**config.mk**
```make
export PLATFORM = sky130hd
export DESIGN_NAME = jtframe_dump_trig
export DESIGN_NICKNAME = d
export VERILOG_FILES = /design/src/rtl/jtframe_dump_pkg.sv /design/src/rtl/jtframe_edge.sv /design/src/rtl/jtframe_dump_trig.sv
export SDC_FILE = /design/constraint.sdc
export NUM_CORES = 1
export LEC_CHECK = 0
export ABC_AREA = 0
export CAP_MARGIN = 15
export CORE_UTILIZATION = 45
export CTS_CLUSTER_SIZE = 14
export DETAILED_ROUTE_END_ITERATION = 10
export PLACE_DENSITY = 0.75
export SLEW_MARGIN = 40
export SYNTH_ARGS = -nofsm -noshare
export SYNTH_HDL_FRONTEND = slang
export SYNTH_SLANG_ARGS = --single-unit
```
**constraint.sdc**
```tcl
create_clock -name clk -period 1.9 [get_ports clk]
set_input_delay 0.38 -clock clk [delete_from_list [all_inputs] [get_ports clk]]
set_output_delay 0.38 -clock clk [all_outputs]
set_load 0.02 [all_outputs]
```
**src/rtl/jtframe_dump_pkg.sv**
```systemverilog
// Shared definitions for the frame-dump trigger: state encoding and counter width.
package jtframe_dump_pkg;

  localparam int CNT_W = 32;

  typedef enum logic [1:0] {
    ST_IDLE = 2'd0,
    ST_WAIT = 2'd1,
    ST_DUMP = 2'd2,
    ST_DONE = 2'd3
  } state_t;

endpackage

```
**src/rtl/jtframe_edge.sv**
```systemverilog
// Registers a single-bit input and reports its rising/falling edges relative
// to the registered copy. RST_VAL chooses the sample value held in reset so
// that the release from reset can be made edge-free for the expected idle level.
module jtframe_edge #(
  parameter logic RST_VAL = 1'b0
) (
  input  logic clk,
  input  logic rst,
  input  logic din,
  output logic q,
  output logic rise,
  output logic fall
);

  // Previous-cycle sample of the input
  always_ff @(posedge clk or posedge rst) begin
    if (rst) q <= RST_VAL;
    else     q <= din;
  end

  assign rise = din & ~q;
  assign fall = q & ~din;

endmodule

```
**src/rtl/jtframe_dump_trig.sv**
```systemverilog
// Frame-dump trigger: counts frames (vs falling edges) after a ROM download
// finishes and opens a dump window from frame START for LENGTH frames
// (LENGTH==0 keeps the window open indefinitely). A new download aborts
// everything and returns to idle.
module jtframe_dump_trig
  import jtframe_dump_pkg::*;
#(
  parameter logic [CNT_W-1:0] START  = '0,
  parameter logic [CNT_W-1:0] LENGTH = '0
) (
  input  logic             clk,
  input  logic             rst,
  input  logic             vs,
  input  logic             dwnld,
  output logic [CNT_W-1:0] frame_cnt,
  output logic             frame_stb,
  output logic             dump_en,
  output logic             dump_start,
  output logic             dump_stop,
  output logic [1:0]       st
);

  logic vs_l, vs_rise, vs_fall;
  logic dl_l, dl_rise, dl_fall;

  // vs idles high, so its sample resets high; dwnld idles low
  jtframe_edge #(.RST_VAL(1'b1)) u_vs (
    .clk  (clk),
    .rst  (rst),
    .din  (vs),
    .q    (vs_l),
    .rise (vs_rise),
    .fall (vs_fall)
  );

  jtframe_edge #(.RST_VAL(1'b0)) u_dl (
    .clk  (clk),
    .rst  (rst),
    .din  (dwnld),
    .q    (dl_l),
    .rise (dl_rise),
    .fall (dl_fall)
  );

  // The registered samples and vs rise are exposed by the edge cells for debug only
  logic unused_edge;
  assign unused_edge = &{1'b0, vs_l, vs_rise, dl_l};

  state_t           state, state_nxt;
  logic [CNT_W-1:0] cnt_q, cnt_nxt, cnt_inc;
  logic [CNT_W-1:0] win_q, win_nxt, win_inc;
  logic             stb_q, stb_nxt;
  logic             en_q, en_nxt;
  logic             start_q, start_nxt;
  logic             stop_q, stop_nxt;
  logic             frame_ev;

  assign cnt_inc  = cnt_q + 1'b1;
  assign win_inc  = win_q + 1'b1;
  // A download in progress always suppresses frame counting
  assign frame_ev = vs_fall & ~dwnld & (state != ST_IDLE);

  // State, counters and the registered output pulses
  always_ff @(posedge clk or posedge rst) begin
    if (rst) begin
      state   <= ST_IDLE;
      cnt_q   <= '0;
      win_q   <= '0;
      stb_q   <= 1'b0;
      en_q    <= 1'b0;
      start_q <= 1'b0;
      stop_q  <= 1'b0;
    end else begin
      state   <= state_nxt;
      cnt_q   <= cnt_nxt;
      win_q   <= win_nxt;
      stb_q   <= stb_nxt;
      en_q    <= en_nxt;
      start_q <= start_nxt;
      stop_q  <= stop_nxt;
    end
  end

  // Next-state logic; pulses are computed together with the dump_en change
  // so they land on the same clock edge as the transition
  always_comb begin
    state_nxt = state;
    cnt_nxt   = cnt_q;
    win_nxt   = win_q;
    stb_nxt   = 1'b0;
    en_nxt    = en_q;
    start_nxt = 1'b0;
    stop_nxt  = 1'b0;

    if (dl_rise) begin
      state_nxt = ST_IDLE;
      cnt_nxt   = '0;
      win_nxt   = '0;
      en_nxt    = 1'b0;
      stop_nxt  = en_q;
    end else begin
      if (frame_ev) begin
        cnt_nxt = cnt_inc;
        stb_nxt = 1'b1;
      end
      case (state)
        ST_IDLE: begin
          cnt_nxt = '0;
          if (dl_fall) begin
            if (START == '0) begin
              state_nxt = ST_DUMP;
              en_nxt    = 1'b1;
              start_nxt = 1'b1;
              win_nxt   = '0;
            end else begin
              state_nxt = ST_WAIT;
            end
          end
        end
        ST_WAIT: begin
          // Only an exact hit on START opens the window, even after a wrap
          if (frame_ev && cnt_inc == START) begin
            state_nxt = ST_DUMP;
            en_nxt    = 1'b1;
            start_nxt = 1'b1;
            win_nxt   = '0;
          end
        end
        ST_DUMP: begin
          if (frame_ev) begin
            win_nxt = win_inc;
            if (LENGTH != '0 && win_inc == LENGTH) begin
              state_nxt = ST_DONE;
              en_nxt    = 1'b0;
              stop_nxt  = 1'b1;
            end
          end
        end
        default: ;
      endcase
    end
  end

  assign frame_cnt  = cnt_q;
  assign frame_stb  = stb_q;
  assign dump_en    = en_q;
  assign dump_start = start_q;
  assign dump_stop  = stop_q;
  assign st         = state;

endmodule

```
==> out/results.ini <==
[status]
status=complete, but fails checks
violations=negative setup slack

[detailed_routing]
vias=1945
drt_pass1_iterations=4
route.detailed.drc=0
drt-total-wl_mm=5.36
drt-initial-drc-count=138
viasPerCell=5.79
ant_nets=0
wire_per_inst_um=16.0

[die]
pin_count=42
start_util=0.480
die_area_sq_um=4620
dieHeight_um=68.0
num_rows=23
die_x_um=68.0
core_area_sq_um=4090

[worst_setup_path]
path_max_fanout=6
max_stage_delay_ns=0.58
path_class=flip-flop to flip-flop
slowest_stage=or4_4
crit_path_cell_trace=nand4_1 > buf_4 > or4_4 > buf_4 > o31ai_2 > a21oi_2
cp-end-kind=flip-flop
cp_top_family=simple AND/OR/NAND/NOR gates
worstPathRequired_ns=2.07
startpoint_type=flip-flop
worstPathArrival_ns=2.21
cpMostUsedCell=buf_4
crit_buf_inv=2

[sta]
fin_skew_ns=0.00235
setup_violations=17
slew_viol_final=0
fin_crit_ns=2.04
finalWorstSetupSlack_ns=-0.145
max_freq_mhz=489
tns_ns=-1.11
min_period_over_period=1.08
rsz0062_at_grt=true
hold_viol=0
holdWs_ns=0.260

[grt]
use_met2=0.376
antenna_found_initial=0
first_global_vias=1723
use_met3=0.0500
gr-usage-met1=0.294
grt-ovfl-total=0
grt_pass1_wl_mm=7.86
grt_max_degree=39
grt.busiest_layer=met2
gr-usage-all-layers=0.229

[synth]
avgSynthCellArea_sq_um=9.75
yosys.cell_types.count=38
synth_cells=201
synth_area_sq_um=1960
syn_nets=208
async_flop_share=1.00
yosysWarnings=0
synth-edff-count=0
yosys_register_bits=38
yosysSeqAreaShare=0.486
synth_flop_cell=dfrtp_1

[pwr]
switchingPower_w=0.000371
p_comb_frac=0.087
p_per_area_nw_per_um2=532
pwr-share-clk=0.401
p_seq_frac=0.512
leakagePower_nw=1.21
internal-power_w=0.00124
fin_total_pwr_w=0.00161
p_sw_frac=0.230
vdd_drop_max_mv=0.505

[cells_and_area]
n_antenna_cell=0
fillers=269
area_growth_pct=54.4
layoutNonFillerInstCount=336
regArea_sq_um=971
multi_input_area_sq_um=1060
drive_gt1_frac=0.371
nets=292

[clocking]
cts_buffer_depth=2
cts_tree=built
cts-htree-levels=2
cts_root_buf=clkbuf_8
cts_buffers=5
cts.sinks=38
clk_pin_slew_worst_paths_ns=0.07
clk_latency_ns=0.29
ctsHoldBuffers=0

[place]
post-dp-hpwl_mm=3.31
place.port_buffers=40
place_congestion=0.763
dp.cells=317

[run]
max_cap_violations=0

[min_path]
hold_path_class=input port to flip-flop

==> cell usage in the layout, fill, tap and decap left out, types with 10 or more instances in the layout <==
cell type	count
dfrtp_1	22
dfrtp_2	15
nand4_1	10
clkdlybuf4s50_1	37
buf_4	42
a21oi_1	13
o31ai_1	10
or4_4	10
nor2_1	10
nand2_1	13
==> final timing paths <==
check / from / to / slack, ns / cells after the start
worst max-delay path: frame_cnt[9]$_DFFE_PP0P_ / frame_cnt[28]$_DFFE_PP0P_ / -0.14 / 6
worst min-delay path: vs / u_vs.q$_DFF_PP1_ / 0.26 / 1
worst max register to register: frame_cnt[9]$_DFFE_PP0P_ / frame_cnt[28]$_DFFE_PP0P_ / -0.14 / 6
worst min register to register: dump_en$_DFFE_PP0P_ / dump_start$_DFF_PP0_ / 0.53 / 1
max in group asynchronous: rst / u_vs.q$_DFF_PP1_ / 1.20 / 3
min in group asynchronous: rst / dump_start$_DFF_PP0_ / 0.44 / 3
==> cell type report <==
class	instances	area share
multi-input cells	145	0.351
clock buffers	8	0.0364
inverters	9	0.0112
repair buffers	86	0.260
flip-flops and latches	38	0.321
well taps	50	0.0207
==> cells in the mapped netlist, types with 4 or more instances <==
library cell | instances | area [sq um]
dfrtp_1 | 37 | 926
a21oi_1 | 22 | 110
o31ai_1 | 15 | 113
or4_1 | 15 | 113
nand2_1 | 14 | 52.6
nand4_1 | 10 | 62.6
nor2_1 | 10 | 37.5
inv_1 | 9 | 33.8
nand3_1 | 8 | 40.0
clkbuf_1 | 7 | 26.3
o21ai_0 | 5 | 25.0
and2_1 | 4 | 25.0
or3_1 | 4 | 25.0
xnor2_1 | 4 | 35.0
xor2_1 | 4 | 35.0
==> state kept, by name, summed over array words and instances, names as in the netlist <==
name        cells
dump_en         1
dump_start      1
dump_stop       1
frame_cnt      32
frame_stb       1
u_dl.q          1
u_vs.q          1
==> cell families after synthesis <==
kind of cell / after synthesis / synth area share
and+or+nand+nor: 84 / 0.260
buffers and inverters: 20 / 0.0498
muxes: 1 / 0.00511
other: 1 / 0.00191
xor gates and xnor gates: 8 / 0.0357
adders and majority gates: 3 / 0.0191
AOI/OAI and AO/OA: 46 / 0.143
DFF: 38 / 0.486
==> routing by layer <==
layer | part of all wire | up-vias | wire length (um)
li1 | - | 914 | -
met1 | 0.44 | 968 | 2360
met2 | 0.49 | 51 | 2630
met3 | 0.047 | 12 | 250
met4 | 0.022 | 0 | 119
met5 | 0 | - | 0
==> through the flow <==
stage | worst slack (ns) | instance area [sq um] | util
floorplan | 0.00518 | 1980 | -
global placement | -0.310 | 2680 | 0.656
detailed placement | -0.317 | 2680 | 0.656
CTS | -0.000876 | 2810 | 0.687
global route | -0.194 | 3030 | 0.741
finish | -0.145 | 3030 | 0.741
==> power by group through the flow <==
stage | Clock [W] | Sequential [W] | Combinational [W]
2_1_floorplan | 0 | 0.000849 | 0.0000627
3_3_place_gp | 0 | 0.000840 | 0.000132
3_5_place_dp | 0 | 0.000841 | 0.000133
4_1_cts | 0.000659 | 0.000825 | 0.000134
5_1_grt | 0.000686 | 0.000826 | 0.000152
6_report | 0.000645 | 0.000825 | 0.000140
==> timing repair <==
action / in CTS / in global routing
gates cloned: 0 / 2
gates resized for setup: 1 / 35
setup buffers: 2 / 7
pin swaps: 0 / 18
setup endpoints to repair: 4 / 20
Note: power is estimated with default switching activity, not from simulation.
